[src/rtl/gray_pack_pkg.sv]
// Shared widths, FIFO entry layout and lane helper for the grayscale pixel packer.
package gray_pack_pkg;

  localparam int PIX_W  = 8;
  localparam int WORD_W = 32;
  localparam int LANES  = 4;

  typedef struct packed {
    logic              last;
    logic [WORD_W-1:0] data;
  } pack_entry_t;

  // Little-endian lane placement: lane 0 occupies bits [7:0].
  function automatic logic [WORD_W-1:0] lane_insert(
    input logic [WORD_W-1:0] acc,
    input logic [1:0]        lane,
    input logic [PIX_W-1:0]  pix
  );
    logic [WORD_W-1:0] r;
    r = acc;
    r[lane*PIX_W +: PIX_W] = pix;
    return r;
  endfunction

endpackage

[src/rtl/gray_pack_fifo.sv]
// Synchronous show-ahead FIFO of packed words; head reads as zero while empty.
module gray_pack_fifo
  import gray_pack_pkg::*;
#(
  parameter int DEPTH = 16
) (
  input  logic        clk,
  input  logic        rst_n,
  input  logic        push,
  input  pack_entry_t push_entry,
  input  logic        pop,
  output pack_entry_t head,
  output logic        full,
  output logic        empty
);

  localparam int AW = $clog2(DEPTH);
  localparam logic [AW:0] FULL_CNT = (AW+1)'(DEPTH);

  pack_entry_t   mem [DEPTH];
  logic [AW-1:0] wr_ptr;
  logic [AW-1:0] rd_ptr;
  logic [AW:0]   count;
  logic          do_push;
  logic          do_pop;

  assign full  = (count == FULL_CNT);
  assign empty = (count == '0);

  // A full FIFO still takes a push when the head leaves in the same cycle.
  assign do_pop  = pop && !empty;
  assign do_push = push && (!full || do_pop);

  assign head = empty ? '0 : mem[rd_ptr];

  always_ff @(posedge clk) begin
    if (do_push) begin
      mem[wr_ptr] <= push_entry;
    end
  end

  always_ff @(posedge clk or negedge rst_n) begin
    if (!rst_n) begin
      wr_ptr <= '0;
      rd_ptr <= '0;
      count  <= '0;
    end else begin
      if (do_push) begin
        wr_ptr <= wr_ptr + 1'b1;
      end
      if (do_pop) begin
        rd_ptr <= rd_ptr + 1'b1;
      end
      case ({do_push, do_pop})
        2'b10:   count <= count + 1'b1;
        2'b01:   count <= count - 1'b1;
        default: count <= count;
      endcase
    end
  end

endmodule

[src/rtl/gray_pixel_packer.sv]
// Packs 8-bit grayscale pixels four per 32-bit word with end-of-line flag.
// Optional GRAY_PIXEL_PACKER_DROPCNT_EN adds a saturating DROP_CNT output.
module gray_pixel_packer
  import gray_pack_pkg::*;
#(
  parameter int IMG_WIDTH  = 640,
  parameter int FIFO_DEPTH = 16
) (
  input  logic              CLK,
  input  logic              RST_N,
  input  logic              FRAME_START,
  input  logic              WREN,
  input  logic [PIX_W-1:0]  IN_PIX,
  output logic              OUT_VALID,
  input  logic              OUT_READY,
  output logic [WORD_W-1:0] OUT_DATA,
  output logic              OUT_LAST,
  output logic              OVERFLOW
`ifdef GRAY_PIXEL_PACKER_DROPCNT_EN
  ,
  output logic [15:0]       DROP_CNT
`endif
);

  localparam logic [11:0] X_LAST = 12'(IMG_WIDTH - 1);

  // Reset asserts immediately, releases two clocks later on a clean edge.
  logic [1:0] rst_sync;
  logic       rst_int_n;

  always_ff @(posedge CLK or negedge RST_N) begin
    if (!RST_N) begin
      rst_sync <= '0;
    end else begin
      rst_sync <= {rst_sync[0], 1'b1};
    end
  end

  assign rst_int_n = rst_sync[1];

  logic [11:0]       x;
  logic [11:0]       cur_x;
  logic [WORD_W-1:0] acc;
  logic [WORD_W-1:0] base_acc;
  logic [WORD_W-1:0] next_acc;
  logic              at_eol;
  logic              word_done;
  logic              push_valid;
  pack_entry_t       push_entry;
  pack_entry_t       head;
  logic              fifo_full;
  logic              fifo_empty;
  logic              pop;
  logic              drop;

  // FRAME_START makes a same-cycle pixel column 0 and drops any partial word.
  always_comb begin
    cur_x     = FRAME_START ? '0 : x;
    base_acc  = FRAME_START ? '0 : acc;
    next_acc  = lane_insert(base_acc, cur_x[1:0], IN_PIX);
    at_eol    = (cur_x == X_LAST);
    word_done = WREN && ((cur_x[1:0] == 2'd3) || at_eol);
  end

  always_ff @(posedge CLK or negedge rst_int_n) begin
    if (!rst_int_n) begin
      x          <= '0;
      acc        <= '0;
      push_valid <= 1'b0;
      push_entry <= '0;
    end else begin
      push_valid <= word_done;
      if (word_done) begin
        push_entry <= '{last: at_eol, data: next_acc};
      end
      if (WREN) begin
        x   <= at_eol ? 12'd0 : cur_x + 12'd1;
        acc <= word_done ? '0 : next_acc;
      end else if (FRAME_START) begin
        x   <= '0;
        acc <= '0;
      end
    end
  end

  gray_pack_fifo #(
    .DEPTH(FIFO_DEPTH)
  ) u_fifo (
    .clk       (CLK),
    .rst_n     (rst_int_n),
    .push      (push_valid),
    .push_entry(push_entry),
    .pop       (pop),
    .head      (head),
    .full      (fifo_full),
    .empty     (fifo_empty)
  );

  assign OUT_VALID = !fifo_empty;
  assign OUT_DATA  = head.data;
  assign OUT_LAST  = head.last;
  assign pop       = OUT_VALID && OUT_READY;
  assign drop      = push_valid && fifo_full && !pop;

  always_ff @(posedge CLK or negedge rst_int_n) begin
    if (!rst_int_n) begin
      OVERFLOW <= 1'b0;
    end else if (drop) begin
      OVERFLOW <= 1'b1;
    end
  end

`ifdef GRAY_PIXEL_PACKER_DROPCNT_EN
  always_ff @(posedge CLK or negedge rst_int_n) begin
    if (!rst_int_n) begin
      DROP_CNT <= '0;
    end else if (drop && (DROP_CNT != 16'hFFFF)) begin
      DROP_CNT <= DROP_CNT + 16'd1;
    end
  end
`endif

endmodule

[config.mk]
export PLATFORM = sky130hd
export DESIGN_NAME = gray_pixel_packer
export DESIGN_NICKNAME = d
export VERILOG_FILES = /design/src/rtl/gray_pack_pkg.sv /design/src/rtl/gray_pack_fifo.sv /design/src/rtl/gray_pixel_packer.sv
export SDC_FILE = /design/constraint.sdc
export NUM_CORES = 1
export LEC_CHECK = 0
export ABC_AREA = 1
export BUFFER_PORTS_ARGS = -buffer_cell sky130_fd_sc_hd__buf_2
export CAP_MARGIN = 20
export CORE_ASPECT_RATIO = 1.5
export CORE_UTILIZATION = 50
export DETAILED_ROUTE_END_ITERATION = 8
export PLACE_DENSITY = 0.68
export SETUP_SLACK_MARGIN = 0.05
export SYNTH_ARGS = -nofsm -noshare
export SYNTH_HDL_FRONTEND = slang
export SYNTH_SLANG_ARGS = --single-unit
[constraint.sdc]
create_clock -name CLK -period 2.65 [get_ports CLK]
set_input_delay 0.53 -clock CLK [delete_from_list [all_inputs] [get_ports CLK]]
set_output_delay 0.53 -clock CLK [all_outputs]
set_load 0.01 [all_outputs]
---- Word-level counts from Yosys, hierarchy flattened ----
Memory sizes are Yosys's and may differ from the RTL's.
Index checks and enable logic that the tools add are counted.
word-level totals
  register bits ........................... 94
  bits in latches ......................... 0
  bits in writable memories ............... 528
  ROM bits ................................ 0
  bits of input ports ..................... 13
  output and inout bits ................... 35
  word-level logic and storage cells ...... 48
  memories kept ........................... 1
memories
  name        depth  width  read ports  clocked after memory_dff  wr ports  line                  source
  u_fifo.mem  16     33     1           0                         1         gray_pack_fifo.sv:20  pack_entry_t mem [DEPTH];
cells by class
  add/sub/neg operators ................... 6
  multiply operators ...................... 0
  divide/modulo/power cells ............... 0
  order comparisons ....................... 0
  eq/ne operators ......................... 5
  shift operators ......................... 2
  muxes and demuxes ....................... 11
  bitwise gates (word level) .............. 0
  reductions and logical operators ........ 13
operators with widths
  operator                                                                  number
  32-bit 2-to-1 mux                                                         3
  12-bit 2-to-1 mux                                                         3
  5-bit negation with 34-bit output                                         1
  8-bit by 34-bit variable shift with 32-bit output (first input constant)  1
  8-bit by 34-bit variable part select with 32-bit output                   1
  33-bit 2-to-1 mux                                                         1
  32-bit bitwise mux                                                        1
  12-bit by 1-bit adder with 12-bit output (second input constant)          1
  12-bit by 10-bit == test with 1-bit output (second input constant)        1
  5-bit case mux with 2 select lines                                        1
  4-bit by 1-bit adder with 4-bit output (second input constant)            2
  1-bit logical AND                                                         6
  5-bit by 1-bit adder with 5-bit output (second input constant)            1
  5-bit == test (second input constant)                                     1
  5-bit zero test                                                           1
  5-bit by 1-bit subtractor with 5-bit output (second input constant)       1
  2-bit == test (second input constant)                                     2
  1-bit zero test                                                           3
  2-bit by 1-bit == test with 1-bit output (second input constant)          1
  1-bit logical OR                                                          2
  1-bit 2-to-1 mux                                                          2
  2-bit nonzero test                                                        1

---- Logic depth before layout (Yosys ltp) ----
Gate-level depths: netlist of the first run.
  depth after elaboration ................. 8
  mapped depth ............................ 14
  gate-level depth less buffers ........... 14

---- Cells and area by module ----
From an unflattened synthesis of the first run, not the netlist that was laid out.
second synthesis, totals
  cell total of the unflattened synthesis .. 2,331
  area total of the unflattened synthesis .. 26,138.8 sq um
by module, submodules not included
  module             instances  cells an instance  area each (sq um)  seq. area each (sq um)
  gray_pack_fifo     1          1,839              22,128.7           16,180.5
  gray_pixel_packer  1          492                4,010.1            2,026.9

---- Worst setup path after synthesis of the first run ----
Ideal clock, no wire load.
  path kind ............................... flip-flop to flip-flop
  start point ............................. register u_fifo.count[2]
  end point ............................... memory u_fifo.mem[11][0] (netlist name), enable pin
  library setup time ...................... 0.423 ns
  arrival time ............................ 2.412 ns
  required time ........................... 2.227 ns
  slack ................................... -0.185 ns
  stages on the path, launching flop included .. 7
  buffers on the path ..................... 0
  period minus slack after synthesis ...... 2.835 ns
  path through ............................ dfrtp_1 nor2_1 nand2_1 nor3_1 nor2_2 nand2_1 nor2_1
on the way
  longest elaborated chain between the ends .. 8
  elaborated cells between the ends (all ways) .. 10
  those cells by class .................... 1 x eq/ne; 2 x mux; 7 x reduce/logical
RTL lines
  element                                     line                                           source
  start: declaration                          gray_pack_fifo.sv:23                           logic [AW:0] count;
  start signal: assignment                    gray_pack_fifo.sv:55                           2'b10: count <= count + 1'b1;
  start signal: assignment                    gray_pack_fifo.sv:56                           2'b01: count <= count - 1'b1;
  start signal: assignment                    gray_pack_fifo.sv:57                           default: count <= count;
  5-bit zero test                             gray_pack_fifo.sv:28                           assign empty = (count == '0);
  1-bit zero test                             gray_pack_fifo.sv:31, gray_pixel_packer.sv:99
  1-bit logical AND                           gray_pixel_packer.sv:102                       assign pop = OUT_VALID && OUT_READY;
  1-bit logical AND                           gray_pack_fifo.sv:31                           assign do_pop = pop && !empty;
  1-bit logical OR (*)                        gray_pack_fifo.sv:32                           assign do_push = push && (!full || do_pop);
  1-bit logical AND (*)                       gray_pack_fifo.sv:32
  1-bit 2-to-1 mux (*)                        gray_pack_fifo.sv:37                           if (do_push) begin
  1-bit 2-to-1 mux (not written as such) (*)  gray_pack_fifo.sv:38                           mem[wr_ptr] <= push_entry;
  end: declaration                            gray_pack_fifo.sv:20
Every way passes the cells marked *; elsewhere a longest branch is shown, timed or not.

---- Worst setup path in the final report of the first run ----
  start point ............................. register u_fifo.rd_ptr[1]
  end point ............................... output OUT_DATA[17]
on the way
  longest elaborated chain between the ends .. 2
RTL lines
  element                   line                     source
  start: declaration        gray_pack_fifo.sv:22     logic [AW-1:0] rd_ptr;
  start signal: assignment  gray_pack_fifo.sv:52     rd_ptr <= rd_ptr + 1'b1;
  memory 16 x 33 bit        --
  33-bit 2-to-1 mux         gray_pack_fifo.sv:34     assign head = empty ? '0 : mem[rd_ptr];
  end: declaration          gray_pixel_packer.sv:16  output logic [WORD_W-1:0] OUT_DATA,
Every way passes these cells.

==> flow_metrics.tcl, run 1 <==
set metrics [dict create \
    drt_pre_antenna_iters 5 \
    cp-start-kind "flop" \
    ant_nets 0 \
    antenna_found_initial 1 \
    fin_worst_skew_ps 35.06 \
    cts_sinks 622 \
    total_leakage_power_nw 11.33 \
    setup_viol 33 \
    synthesis.nets 1989 \
    violations "negative setup slack" \
    ys_warn_count 0 \
    p_per_area_nw_per_um2 1084 \
    crit_path_end_kind "output port" \
    initial_utilization 0.5090 \
    hold_viol_final 0 \
    final_common_cell "edfxtp_1" \
    ys_ff_latch 622 \
    core_region_area_um2 48930 \
    via_count 17416 \
    drive_above_1_share 0.1894 \
    grt_max_degree 68 \
    clk_latency_ps 620 \
    final_cell_mix "528 x edfxtp_1, 292 x nor2_1, 244 x o21ai_0, 125 x nand2_1, 90 x dfrtp_1" \
    area_growth_pct 22.65 \
    cts_buffers 54 \
    ff_latch_area_um2 18220 \
    routedWlPerCell_um 25.73 \
    crit_arrival_ps 2520 \
    grt_pass1_wl_um 102800 \
    timing.slew.headroom 0.5253 \
    grt_remaining_overflow 0 \
    gp_congestion 0.8351 \
    fin_crit_sh 1.151 \
    fillers 3472 \
    max_freq_mhz 327.8 \
    drc_errors 0 \
    ioPinCount 48 \
    fin_crit_ps 3051 \
    yosysUniqueCellTypes 37 \
    syn_avg_cell_area_um2 12.68 \
    layout.nets 2108 \
    cp.required_ps 2120 \
    layout_setup_ws_ps -400.6 \
    tightest_slew_ps 712.1 \
    place_ws_ps 153.9 \
    maxSlewViolCount 0 \
    clk_pin_slew_worst_paths_ps 70 \
    critPathKind "reg2out" \
    h-tree-depth 2 \
    ys_seq_area_frac 0.7311 \
    rows 99 \
    die_w_um 184.2 \
    maxCapViolCount 0 \
    dieArea_um2 50720 \
    synth_area_um2 24910 \
    ir_drop_uv 690.6 \
    cts_buffer_depth 3 \
    port_buffers 47 \
    wl_um 71620 \
    viasPerCell 6.256 \
    multi_input_area_um2 6350 \
    hp-class "in2async" \
    cts-root-buf "clkbuf_16" \
    crit_fanout 6 \
    status "finished, violations left" \
    cts_tree "done" \
    grtUsageTotal 0.2742 \
    grt_pass1_vias 17071 \
    antenna_cells 0 \
    power.total_mw 33.13 \
    rsz0062_at_grt "yes" \
    die_h_um 275.3 \
    syn_inst 1964 \
    drt_iter0_drc 2124 \
    hpwlAfterDp_um 32950 \
]
-- cell families (layout without fill, tap and decap cells) --
| family | after synthesis | in the layout | synth area share |
|---|---|---|---|
| buf+inv | 209 | 373 | 0.03642 |
| simple gates | 551 | 551 | 0.09003 |
| compound gates | 554 | 554 | 0.1310 |
| other cells | 1 | 1 | 0.0001506 |
| fa+ha+maj | 12 | 12 | 0.006028 |
| flops | 622 | 622 | 0.7311 |
| xor+xnor | 15 | 15 | 0.005275 |
-- worst max-delay path: stages (launching register included) --
cell	delay, ps
dfrtp_4	550
clkinv_8	100
buf_12	140
buf_12	120
buf_16	120
o21ai_2	60
o22ai_2	130
nor2_1	80
nor2_1	150
o21ai_1	110
a21oi_1	190
buf_2	160
-- Yosys cell counts (all sizes together) --
cell | n | area share
a21o | 1 | 0.00030
a21oi | 34 | 0.0068
and3b | 1 | 0.00035
buf | 52 | 0.012
clkbuf | 83 | 0.013
clkinv | 1 | 0.00015
conb | 1 | 0.00015
dfrtp | 94 | 0.094
edfxtp | 528 | 0.64
ha | 12 | 0.0060
inv | 73 | 0.011
nand2 | 127 | 0.019
nand2b | 1 | 0.00025
nand3 | 81 | 0.016
nand3b | 1 | 0.00030
nand4 | 7 | 0.0018
nor2 | 326 | 0.049
nor3 | 4 | 0.0015
nor4 | 2 | 0.00050
o21ai | 329 | 0.066
o221ai | 100 | 0.035
o22ai | 90 | 0.023
or2 | 1 | 0.00025
xnor2 | 2 | 0.00070
xor2 | 13 | 0.0046
-- metrics by stage --
step	instance area [um2]	utilization	setup TNS, ps	instances	hold WS (ps)
finish	30550	0.6243	-9463	2784	244.7
global route	30550	0.6243	-12000	2784	240.0
CTS	29680	0.6065	-8786	2756	237.4
detailed placement	26400	0.5396	0	2595	320.3
global placement	26400	0.5396	0	2595	318.8
floorplan	24920	-	-60660	1964	234.4
-- power breakdown --
part	internal, mW	total (mW)	switching (mW)
logic	6.07	14.0	7.90
registers	10.7	11.0	0.239
clock network	4.63	8.18	3.55
-- layer usage --
layer,track usage,wire (um),part of all wire,up-vias
li1,-,-,-,7519
met1,0.3389,25770,0.36,8657
met2,0.4900,36660,0.51,1012
met3,0.03087,5949,0.083,228
met4,0.1107,3238,0.045,0
met5,0,0,0,-
-- registers in the layout (all words and copies together) (netlist names) --
name           cells
u_fifo.mem       528
OVERFLOW           1
push_entry        33
acc               32
rst_sync           2
u_fifo.count       5
x                 12
u_fifo.rd_ptr      4
push_valid         1
u_fifo.wr_ptr      4
-- repair_timing --
action	in CTS	in global routing
buffers inserted	32	16
gates resized for setup	126	124
cloned	27	16
setup endpoints to repair	33	33
pin swaps	45	89
endpoints found under the hold margin	2	0
hold buffers	1	0
-- path summary, 6_finish.rpt --
path	cells after the start	slack, ps	from	end
setup / recovery	11	-400	u_fifo.rd_ptr[1]	OUT_DATA[17]
hold / removal	2	240	RST_N	rst_sync[1]
setup reg to reg	7	380	u_fifo.count[2]	u_fifo.mem[4][1]
hold reg to reg	0	350	rst_sync[0]	rst_sync[1]
max in group asynchronous	1	1510	rst_sync[1]	x[11]
min in group CLK	0	350	rst_sync[0]	rst_sync[1]
-- area by class of cell --
cell class | instances | share of cell area
Clock inverter | 33 | 0.01278
Multi-Input combinational cell | 1133 | 0.2079
Timing Repair inverter | 4 | 0.002171
Timing Repair Buffer | 194 | 0.09634
Inverter | 74 | 0.01053
Clock buffer | 68 | 0.04698
Sequential cell | 622 | 0.5965
Tap cell | 656 | 0.02687
Note: power is estimated with default switching activity, not from simulation.
==> run 2: changes to the inputs <==
--- a/config.mk
+++ b/config.mk
@@ -11,7 +11,7 @@
 export CORE_ASPECT_RATIO = 1.5
 export CORE_UTILIZATION = 50
 export DETAILED_ROUTE_END_ITERATION = 8
-export PLACE_DENSITY = 0.68
+export PLACE_DENSITY_LB_ADDON = 0.1
 export SETUP_SLACK_MARGIN = 0.05
 export SYNTH_ARGS = -nofsm -noshare
 export SYNTH_HDL_FRONTEND = slang
==> run 2 against run 1 <==
Against the previous run:
- the flow still finishes with violations (negative setup slack)
- clock skew is 18 ps lower
- non-clock buffer count is 17 higher
- via count is 1.2% lower
- sequential share of layout area hardly changed
- fmax is 0.91% higher
- utilization hardly changed
- sequential cell count stayed put
- worst hold slack worse by 100 ps
- register-to-register slack better by 80 ps
- combinational power hardly changed
- largest cell class unchanged
==> flow_metrics.tcl, run 2 (synthesized netlist as in run 1, its figures left out) <==
set metrics [dict create \
    status "finished, violations left" \
    violations "negative setup slack" \
    seq_power_share 0.333 \
    setup_viol 33 \
    grt_max_degree 85 \
    hp-class "reg2async" \
    crit_fanout 7 \
    rrSetupSlack_ps 460 \
    initial_utilization 0.5090 \
    power.total_mw 33.03 \
    drc_errors 0 \
    use_met3 0.02916 \
    clk_latency_ps 600 \
    max_freq_mhz 330.8 \
    drt_iter0_drc 1654 \
    grtUsageMet1 0.3699 \
    pwr-share-clk 0.247 \
    hpwlAfterDp_um 33970 \
    maxCapViolCount 0 \
    port_buffers 47 \
    final_cell_mix "528 x edfxtp_1, 286 x nor2_1, 244 x o21ai_0, 125 x nand2_1, 90 x dfrtp_1" \
    gp_congestion 0.8060 \
    clk_pin_slew_worst_paths_ps 60 \
    crit_end "OUT_DATA[19]" \
    cts_tree "done" \
    area_growth_pct 22.71 \
    hold_viol_final 0 \
    grtUsageTotal 0.2844 \
    final.setup.tns_ps -8892 \
    wl_um 71630 \
    largest_reg_flops 528 \
    fillers 3673 \
    cts_sinks 622 \
    routedWlPerCell_um 25.53 \
    fin_crit_sh 1.141 \
    cts_buffer_depth 3 \
    dieArea_um2 50720 \
    viasPerCell 6.135 \
    regToRegEndpoint "u_fifo.count[4]" \
    rows 99 \
    layout.nets 2127 \
    ff_latch_area_um2 18220 \
    layout_setup_ws_ps -373.2 \
    h-tree-depth 2 \
    cp-start-kind "flop" \
    fin_worst_skew_ps 17.28 \
    grt_pass1_wl_um 105200 \
    antenna_found_initial 0 \
    grt_pass1_vias 16767 \
    crit_arrival_ps 2490 \
    ant_nets 0 \
    rsz0062_at_grt "yes" \
    crit_path_end_kind "output port" \
    critPathKind "reg2out" \
    drt_pre_antenna_iters 5 \
    antenna_cells 0 \
    top_regs "u_fifo.mem (528), push_entry (33), acc (32)" \
    die_w_um 184.2 \
    maxSlewViolCount 0 \
    cts-root-buf "clkbuf_16" \
    r2r_cells 13 \
    final_core_util 0.6246 \
    regMostFlops "u_fifo.mem" \
    via_count 17215 \
    core_region_area_um2 48930 \
    r2r_start "u_fifo.count[0]" \
    cts_buffers 57 \
    final_common_cell "edfxtp_1" \
    multi_input_area_um2 6241 \
    die_h_um 275.3 \
    timing.slew.headroom 0.4739 \
    ir_drop_uv 612.6 \
    hold_ws_ps 143.8 \
    drive_above_1_share 0.1893 \
    p_per_area_nw_per_um2 1081 \
    grt_remaining_overflow 0 \
    combPwrFrac 0.421 \
    tightest_slew_ps 789.2 \
    swShare 0.3496 \
    total_leakage_power_nw 11.40 \
    grtUsageMet2 0.5009 \
    cp.required_ps 2120 \
    ioPinCount 48 \
    top_usage_layer "met2" \
    fin_crit_ps 3023 \
    startpoint "u_fifo.rd_ptr[0]" \
    internal_power_mw 21.48 \
    power_switching_mw 11.55 \
]
## run 2: cell count changes in the layout (fill, tap and decap cells not counted), moves of 5 or more
cell / delta
o221ai_1: +7
buf_2: -5
buf_16: +5
a21oi_1: +9
clkinv_2: +7
clkbuf_1: -5
buf_4: +19
o21ai_1: +6
a21oi_2: -10
buf_6: +6
nor2_1: -6
o221ai_2: -7
## run 2: repair_timing
action                     in CTS  in global routing
setup endpoints to repair      33                 33
hold buffers                    1                  0
hold endpoints to repair        2                  0
gates resized for setup       153                 85
cloned                         35                  9
pin swaps                      62                 69
setup buffers                  29                 25
## run 2: through the flow
| step | setup WS, ps | std cells | instance area, um2 |
|---|---|---|---|
| 2_1_floorplan | -185.3 | 1964 | 24920 |
| 3_3_place_gp | 150.4 | 2607 | 26540 |
| 3_5_place_dp | 110.3 | 2607 | 26540 |
| 4_1_cts | -330.8 | 2779 | 30110 |
| 5_1_grt | -440.4 | 2806 | 30560 |
| 6_report | -373.2 | 2806 | 30560 |
## run 2: layer usage
layer | routed length (um) | vias up
li1 | - | 7591
met2 | 36780 | 769
met1 | 27770 | 8726
met4 | 1940 | 0
met3 | 5128 | 129
met5 | 0 | -
## run 2: worst min path at each step
stage / depth (start not counted) / to / from
after floorplan: 0 / rst_sync[0] / RST_N
after global placement: 0 / push_entry[16] / rst_sync[1]
after detailed placement: 0 / push_entry[16] / rst_sync[1]
after CTS: 0 / u_fifo.count[4] / rst_sync[1]
after global routing: 0 / OVERFLOW / rst_sync[1]
final: 0 / u_fifo.count[4] / rst_sync[1]
## run 2: cell type report
cell class | count | area share
well taps | 656 | 0.02686
multi-input cells | 1133 | 0.2042
flip-flops and latches | 622 | 0.5962
clock inverters | 41 | 0.01089
clock buffers | 66 | 0.04917
inverters | 74 | 0.01052
repair buffers | 211 | 0.1008
repair inverters | 3 | 0.001351
## run 2: power groups by stage
stage / Sequential, mW / Clock (mW) / Combinational (mW)
finish: 11.0 / 8.15 / 13.9
global route: 11.0 / 8.58 / 14.8
CTS: 11.0 / 8.24 / 13.0
detailed placement: 11.2 / 0 / 9.31
global placement: 11.2 / 0 / 9.19
floorplan: 11.1 / 0 / 5.83
## run 2: worst max-delay path: stages (launching register included)
cell and delay, ps:
dfrtp_4 460, buf_12 190, buf_16 170, buf_4 150
o21ai_1 70, o221ai_1 250, nand3_1 150, a21oi_1 190
buf_4 160, buf_6 100
==> run 3: changes to the inputs <==
--- a/config.mk
+++ b/config.mk
@@ -5,7 +5,6 @@
 export SDC_FILE = /design/constraint.sdc
 export NUM_CORES = 1
 export LEC_CHECK = 0
-export ABC_AREA = 1
 export BUFFER_PORTS_ARGS = -buffer_cell sky130_fd_sc_hd__buf_2
 export CAP_MARGIN = 20
 export CORE_ASPECT_RATIO = 1.5
==> run 3 against run 2 <==
Against the previous run:
- critical endpoint is now OUT_LAST
- the run still ends with negative setup slack left
- count of clock-buffer cells in the layout grew 18
- utilization shrank 2.3 points
- highest routed layer unchanged
- clock skew rose by 4.1 ps
==> flow_metrics.tcl, run 3 <==
set metrics [dict create \
    status "finished, violations left" \
    violations "negative setup slack" \
    final_core_util 0.6018 \
    grt_pass1_vias 13561 \
    hold_ws_ps 177.5 \
    grtUsageTotal 0.2455 \
    wl_met3_um 2770 \
    antenna_cells 0 \
    p_per_area_nw_per_um2 949.3 \
    setup_viol 33 \
    critPathKind "reg2out" \
    fin_worst_skew_ps 21.43 \
    ys_warn_count 0 \
    core_region_area_um2 48680 \
    timing.slew.headroom 0.5330 \
    final_common_cell "edfxtp_1" \
    cp_num_buf_inv 5 \
    drc_errors 0 \
    yosysUniqueCellTypes 45 \
    regMostFlops "u_fifo.mem" \
    area_growth_pct 18.46 \
    via_count 13177 \
    swShare 0.2911 \
    rsz0062_at_grt "yes" \
    hp-class "reg2async" \
    maxSlewViolCount 0 \
    rows 99 \
    die_w_um 183.6 \
    fillers 3562 \
    seq_power_share 0.401 \
    cp_cell_sequence "buf_12 > buf_16 > buf_12 > buf_12 > mux4_2 > nand3_1 > o211ai_1 > buf_2" \
    dpl.cell_count 2044 \
    power_switching_mw 8.095 \
    ys_top_cells_by_area "edfxtp_1 64%, mux4_2 12%, dfrtp_1 9.5%, nand3_1 1.5%, mux2i_1 1.5%" \
    grt_remaining_overflow 0 \
    layout_setup_ws_ps -366.2 \
    crit_fanout 8 \
    dieArea_um2 50380 \
    wl_met1_um 23920 \
    crit_path_end_kind "output port" \
    cts_sinks 622 \
    wl_um 59960 \
    cts_buffers 56 \
    async_flop_share 0.1511 \
    max_freq_mhz 331.5 \
    fin_crit_sh 1.138 \
    syn_inst 1360 \
    synth_top_cell_area_share 0.6411 \
    multi_input_area_um2 6213 \
    clk_pin_slew_worst_paths_ps 60 \
    initial_utilization 0.5081 \
    cts_buffer_depth 3 \
    largest_reg_flops 528 \
    antenna_found_initial 0 \
    hpwlAfterDp_um 34080 \
    routedWlPerCell_um 27.28 \
    ir_drop_uv 611.1 \
    synthesis.nets 1385 \
    tightest_slew_ps 700.5 \
    final_cells 2198 \
    ant_nets 0 \
    highest_layer "met4" \
    top_regs "u_fifo.mem (528), push_entry (33), acc (32)" \
    max_stage_delay_ps 480 \
    synth_area_um2 24730 \
    drt_pre_antenna_iters 5 \
    drt_iter0_drc 1102 \
    cp.required_ps 2120 \
    synth_common_cells "528 x edfxtp_1, 132 x mux4_2, 94 x dfrtp_1" \
    fin_crit_ps 3016 \
    port_buffers 47 \
    synth_ff_type "edfxtp_1" \
    syn_avg_cell_area_um2 18.19 \
    cts-root-buf "clkbuf_16" \
    pwr-share-clk 0.286 \
    ff_latch_area_um2 18220 \
    gp_congestion 0.7560 \
    maxCapViolCount 0 \
    crit_arrival_ps 2490 \
    synth_most_common_cell "edfxtp_1" \
    grt_pass1_wl_um 89060 \
    h-tree-depth 2 \
    grt_max_degree 81 \
    path_common_cell "buf_12" \
    drive_above_1_share 0.2918 \
    ys_seq_area_frac 0.7362 \
    combPwrFrac 0.312 \
    viasPerCell 5.995 \
    layout.nets 1520 \
    cts_tree "done" \
    path_delay_family "buffers and inverters" \
    cp-start-kind "flop" \
    hold_viol_final 0 \
    final_cell_mix "528 x edfxtp_1, 132 x mux4_2, 89 x dfrtp_1, 64 x buf_4" \
    synth_edf_count 528 \
    ys_ff_latch 622 \
    die_h_um 274.4 \
    yosysTopAreaCell "edfxtp_1" \
    r2r_start "u_fifo.count[0]" \
    crit_slowest_cell "dfrtp_4" \
    total_leakage_power_nw 9.413 \
    internal_power_mw 19.72 \
    startpoint "u_fifo.rd_ptr[0]" \
    ioPinCount 48 \
    route.met2.wl_um 31870 \
    clk_latency_ps 600 \
]
-- run 3: changes by cell type after synthesis, moves of 36 or more --
cell / change
nor2_1: -307
o21ai_0: -272
mux4_2: +132
o221ai_1: -100
o22ai_1: -90
nand2_1: -81
mux2i_1: +36
o211ai_1: +36
-- run 3: final cells by class --
| class | instances | area share |
|---|---|---|
| inverter | 39 | 0.004997 |
| multi-input combinational | 595 | 0.2121 |
| tap | 656 | 0.02802 |
| clock inverter | 21 | 0.005637 |
| timing repair buffer | 181 | 0.07136 |
| clock buffer | 84 | 0.05590 |
| sequential | 622 | 0.6220 |
-- run 3: worst paths after layout --
kind / depth (start not counted) / endpoint / slack (ps)
worst max register to register: 10 / u_fifo.count[4] / 210
worst max-delay path: 8 / OUT_LAST / -370
min in group CLK: 3 / u_fifo.count[1] / 300
worst min-delay path: 0 / acc[23] / 180
worst min register to register: 0 / acc[23] / 180
max in group asynchronous: 1 / u_fifo.rd_ptr[1] / 1710
-- run 3: cell families after synthesis --
family | count (synthesis) | share of synthesized area
compound gates | 174 | 0.04634
fa+ha+maj | 12 | 0.006071
flops | 622 | 0.7362
xor+xnor | 18 | 0.006374
other cells | 1 | 0.0001516
simple gates | 221 | 0.04578
buf+inv | 143 | 0.02388
mux | 169 | 0.1352
-- run 3: timing repair --
action / 4_1_cts / 5_1_grt
hold endpoints to repair: 2 / 0
buffers inserted: 20 / 22
pin swaps: 5 / 11
gates resized for setup: 46 / 31
endpoints found under the setup margin: 34 / 35
hold buffers: 1 / 0
gates cloned: 7 / 3
-- run 3: layer usage --
| layer | track usage | vias up |
|---|---|---|
| met2 | 0.4346 | 351 |
| met5 | 0 | - |
| li1 | - | 5738 |
| met1 | 0.3215 | 7002 |
| met3 | 0.02723 | 86 |
| met4 | 0.06645 | 0 |
-- run 3: stage by stage --
step / total power [mW] / setup WS [ps] / cell area (um2) / TNS, ps
floorplan: 15.72 / -414.4 / 24810 / -54700
global placement: 18.27 / 90.34 / 26520 / 0
CTS: 27.52 / -410.6 / 28950 / -11460
finish: 27.81 / -366.2 / 29300 / -9890
global route: 28.87 / -432.6 / 29300 / -12220
detailed placement: 18.34 / 30.81 / 26520 / 0
-- run 3: power groups by stage --
stage	clock, mW	combinational [mW]	sequential [mW]
floorplan	0	4.61	11.1
global placement	0	6.92	11.3
detailed placement	0	6.97	11.4
CTS	8.08	8.28	11.2
global route	8.45	9.24	11.2
finish	7.96	8.69	11.2
